### config.mk
export PLATFORM = sky130hd
export DESIGN_NAME = mitchell_decoder_pipe
export DESIGN_NICKNAME = d
export VERILOG_FILES = /design/src/rtl/mitchell_decoder_pipe.sv
export SDC_FILE = /design/constraint.sdc
export NUM_CORES = 1
export LEC_CHECK = 0
export BUFFER_PORTS_ARGS = -buffer_cell sky130_fd_sc_hd__buf_2
export CAP_MARGIN = 20
export CORE_ASPECT_RATIO = 2
export CORE_MARGIN = 2
export CORE_UTILIZATION = 40
export DETAILED_ROUTE_END_ITERATION = 7
export MAX_ROUTING_LAYER = met4
export PLACE_DENSITY = 0.68
export SYNTH_ARGS = -nofsm -noshare
export SYNTH_HDL_FRONTEND = slang
export SYNTH_SLANG_ARGS = --single-unit
### constraint.sdc
create_clock -name clk -period 2.35 [get_ports clk]
set_clock_uncertainty 0.2 [all_clocks]
set_input_delay 0.47 -clock clk [delete_from_list [all_inputs] [get_ports clk]]
set_output_delay 0.47 -clock clk [all_outputs]
set_load 0.02 [all_outputs]
### src/rtl/mitchell_decoder_pipe.sv
// Pipelined multi-lane Mitchell antilogarithm decoder.
// Each lane turns a log-domain result {c, m} into the linear value
// floor(((2^K + m) << c) / 2^K), or the round-half-up version of it.
// Stage 1 registers the exact shifted value, and stage 2 applies the
// rounding add and the zero mask. Every lane shares one valid/ready handshake.
module mitchell_decoder_pipe #(
  parameter int N     = 8,
  parameter int LOG_N = 3,
  parameter int K     = 5,
  parameter int LANES = 1
) (
  input  logic                       clk,
  input  logic                       rst,
  input  logic                       in_valid,
  output logic                       in_ready,
  input  logic [LANES*(LOG_N+K+1)-1:0] in_res,
  input  logic [LANES-1:0]           in_zero,
  input  logic                       in_round,
  output logic                       out_valid,
  input  logic                       out_ready,
  output logic [LANES*2*N-1:0]       out_z
);

  localparam int LW = LOG_N + K + 1;
  localparam int PW = K + 2 * N;
  localparam int ZW = 2 * N;

  // Half of one output LSB, expressed in units of the exact product P.
  localparam logic [PW-1:0] HALF = {{(PW-1){1'b0}}, 1'b1} << (K - 1);

  // Exact product P = (2^K + m) << c. It always fits in PW bits because c <= 2N-1.
  function automatic logic [PW-1:0] lane_shift(input logic [LW-1:0] r);
    logic [LOG_N:0] c;
    logic [K-1:0]   m;
    c = r[LW-1:K];
    m = r[K-1:0];
    return {{(PW-K-1){1'b0}}, 1'b1, m} << c;
  endfunction

  // Optional half-LSB add, then drop the K fractional bits. With K <= N-1 the
  // rounding carry never spills past 2N bits, so no saturation is needed.
  function automatic logic [ZW-1:0] lane_round(input logic [PW-1:0] p,
                                               input logic          rnd,
                                               input logic          zero);
    logic [PW-1:0] sum;
    sum = p + (rnd ? HALF : {PW{1'b0}});
    if (zero) begin
      return {ZW{1'b0}};
    end
    return ZW'(sum >> K);
  endfunction

  logic                  s1_valid_q, s1_valid_d;
  logic [LANES*PW-1:0]   s1_p_q, s1_p_d;
  logic [LANES-1:0]      s1_zero_q, s1_zero_d;
  logic                  s1_round_q, s1_round_d;
  logic                  s2_valid_q, s2_valid_d;
  logic [LANES*ZW-1:0]   out_z_q, out_z_d;
  logic                  s1_adv;
  logic                  s2_adv;

  // Pipeline advance conditions. Ready depends only on state and out_ready.
  always_comb begin
    s2_adv   = !s2_valid_q || out_ready;
    s1_adv   = !s1_valid_q || s2_adv;
    in_ready = s1_adv;
  end

  // Stage 1 next state: capture the shifted products whenever a beat is accepted.
  always_comb begin
    s1_valid_d = s1_valid_q;
    s1_p_d     = s1_p_q;
    s1_zero_d  = s1_zero_q;
    s1_round_d = s1_round_q;
    if (s1_adv) begin
      s1_valid_d = in_valid;
      if (in_valid) begin
        for (int i = 0; i < LANES; i++) begin
          s1_p_d[i*PW +: PW] = lane_shift(in_res[i*LW +: LW]);
        end
        s1_zero_d  = in_zero;
        s1_round_d = in_round;
      end
    end
  end

  // Stage 2 next state: round, mask, and hold the result while stalled.
  always_comb begin
    s2_valid_d = s2_valid_q;
    out_z_d    = out_z_q;
    if (s2_adv) begin
      s2_valid_d = s1_valid_q;
      if (s1_valid_q) begin
        for (int i = 0; i < LANES; i++) begin
          out_z_d[i*ZW +: ZW] = lane_round(s1_p_q[i*PW +: PW], s1_round_q, s1_zero_q[i]);
        end
      end
    end
  end

  // Pipeline registers. Reset discards any beats in flight and clears the data.
  always_ff @(posedge clk or posedge rst) begin
    if (rst) begin
      s1_valid_q <= 1'b0;
      s1_p_q     <= '0;
      s1_zero_q  <= '0;
      s1_round_q <= 1'b0;
      s2_valid_q <= 1'b0;
      out_z_q    <= '0;
    end else begin
      s1_valid_q <= s1_valid_d;
      s1_p_q     <= s1_p_d;
      s1_zero_q  <= s1_zero_d;
      s1_round_q <= s1_round_d;
      s2_valid_q <= s2_valid_d;
      out_z_q    <= out_z_d;
    end
  end

  assign out_valid = s2_valid_q;
  assign out_z     = out_z_q;

endmodule

==> results.md <==
- # setup viols final: 0
- Gr usage total: 0.176
- Core Util, Final: 0.473
- Post-route ant nets: 0
- Layout cells sized above 1: 0.209
- Vias in the first global route: between 1.5k and 2k
- Outcome: completed
- Final Critical Period: roughly 1.8 ns
- CP endpoint kind: flip-flop
- Storage cell area: approximately 930 um2
- Area Growth Syn to Fin: 13.9%
- Crit Path Max Fanout: 13
- Slew @ Worst Pin: between 0.4 and 0.5 ns
- Core area: 0.00486 mm2
- # DRC: 0
- Post-synth top area share: 0.458
- Largest net degree at the start of global routing: 38
- Setup Buffers After CTS: 0
- CTS resizes: 0
- Pre-antenna DRT Iters: 4
- Final hold violation count: 0
- Post-cts hold buffer count: 0
- Initial core utilization: 0.415
- Int Pwr: between 1 and 1.5 mW
- CTS tree: yes
- Pwr dens: ~700 mW/mm2
- Max Cap Viol: 0
- Num CTS Buffers: 5
- Via density: approximately 5.5
- P_leak: around 1.1 nW
- Most common cell after layout, fill and taps aside: dfrtp_1
- Via count: ~1.6k
- RR Startpoint: s1_p_q[4]
- Die width: about 54 um
- Root buffer cell: clkbuf_8
- Clk network pwr share: 0.263
- Die height: roughly 100 um
- Crit path DAT: between 1.5 and 2 ns
- Syn_nets: 220
- Clock buffer depth: 2
- Fill cells: between 500 and 600
- Clock-pin slew on the worst setup and hold paths: roughly 0.07 ns
- Max Slew Vio Count: 0
- First-pass GRT wire length: 7090 um
- Slew HR: 0.681
- Period utilization: 0.763
- HPWL Detailed: 3260 um
- Synthesized cell area: around 0.0020 mm2
- Path depth of the worst reg2reg path: 4
- Synth area leaders: dfrtp_1 46%, nand2_1 6.5%, a22o_1 3.9%, mux2i_1 3.5%, xnor2_1 3.0%
- Overflow after GRT: 0
- Switch share: 0.324
- Ports: 33
- Num rows: 36
- DR WL/cell: ~14 um
- Count of flip-flops with a built-in enable after synthesis: 0
- I/O Buffers: 32
- Ant. Diodes: 0
- Sequential share of power: 0.512
- FMAX: around 0.56 GHz
- Initial antenna violation count: 0
- Netlist cell types: 47
- Setup Crit Path Kind: in2reg
- RSZ-0062 raised after global routing: false
- Post-synth ARST share: 1.00
- Synth Register Bits: 37
- H-tree Lvls: 2
- Sw power: 507 uW
- Routed wire length: roughly 4200 um
- VDD IR-drop max: a little over 400 uV
- Ys Warns: 0
- Syn Area/Cell: 9.85 um2
- Min-delay worst type: in2async
- Setup tns final: 0 ns
- Commonest non-fill, non-tap cells in the layout: 37 x dfrtp_1, 35 x nand2_1, 32 x buf_2
- Worst Path Required: 2.32 ns
- Post-synth top flop: dfrtp_1
- CP startpoint: in_res[5]
- Post-synth top area cell: dfrtp_1
- Initial DRC Count: between 60 and 70
- Final layout net count: 250
- Clock Sink Count: 37
- Kind of start point of the critical path: primary input
- Area of the multi-input gates: 0.00102 mm2
- GP Congestion: 0.842
- Worst-Skew Late Latency: ~0.30 ns
- Post-Syn Instances: 205
- Combinational power share: 0.225
- Die area: around 0.0057 mm2
- Seq/Total Area, Yosys: 0.458
-- state kept, by name, summed over array words and instances (netlist names) --
register    flops
out_valid       1
out_z          16
s1_p_q         17
s1_round_q      1
s1_valid_q      1
s1_zero_q       1
-- power by group through the flow --
| stage | Clock, mW | Sequential (mW) | Combinational (mW) |
|---|---|---|---|
| final | 0.413 | 0.802 | 0.352 |
| after global routing | 0.443 | 0.817 | 0.394 |
| after CTS | 0.421 | 0.804 | 0.357 |
| after detailed placement | 0 | 0.816 | 0.357 |
| after global placement | 0 | 0.813 | 0.352 |
| after floorplan | 0 | 0.849 | 0.206 |
-- kinds of logic (layout without fill, tap and decap cells) --
logic type / count (synthesis) / in the layout / synth area share
AND/OR/NAND/NOR: 84 / 84 / 0.224
AO/OA/AOI/OAI: 43 / 43 / 0.164
flip-flops: 37 / 37 / 0.458
buffers and inverters: 19 / 48 / 0.0384
XOR/XNOR: 13 / 13 / 0.0564
multiplexers: 9 / 9 / 0.0589
-- Yosys cell counts (3+ instances only) --
master and number:
dfrtp_1 37, nand2_1 35, nor2_1 11, a22o_1 9, mux2i_1 7, o21ai_0 7, o31ai_1 7, xnor2_1 7
clkbuf_1 6, inv_1 6, nand3_1 6, xor2_1 6, buf_2 5, and3_1 4, a32oi_1 3, nand2b_1 3
nand3b_1 3, nand4_1 3, nor2b_1 3, nor3_1 3, o211ai_1 3, o22ai_1 3
-- worst max-delay path, stage by stage --
cell	delay, ns
buf_2	0.24
mux4_2	0.55
nor2b_4	0.14
a311oi_2	0.26
a211oi_1	0.10
-- metal layers --
layer  vias to the layer above  GRT usage  wire (um)
li1                        807          -          -
met1                       765      0.173       1520
met3                        10     0.0330        135
met5                         -          -          0
met2                        31      0.293       2350
met4                         0      0.118        187
-- area by class of cell --
class / count / area share
multi-input cells: 149 / 0.442
flip-flops and latches: 37 / 0.403
repair buffers: 36 / 0.0827
well taps: 57 / 0.0310
clock buffers: 5 / 0.0299
inverters: 6 / 0.00979
clock inverters: 1 / 0.00218
-- worst paths after layout --
kind | slack (ns) | to
hold / removal | 0.06 | out_z[1]
min in group clk | 0.16 | s1_round_q
max in group asynchronous | 1.57 | out_z[13]
setup reg to reg | 0.63 | out_z[14]
setup / recovery | 0.56 | s1_p_q[12]
hold reg to reg | 0.27 | out_z[7]
-- metrics by stage --
step	instances	area, um2	hold WS, ns	power (mW)	setup slack [ns]
after floorplan	205	2020	0.263	1.05	0.562
after global placement	285	2230	0.255	1.17	0.259
after detailed placement	285	2230	0.263	1.17	0.242
after CTS	291	2300	0.0770	1.58	0.563
after global routing	291	2300	0.103	1.65	0.458
final	291	2300	0.0638	1.57	0.556
(Power assumes the default switching activity.)
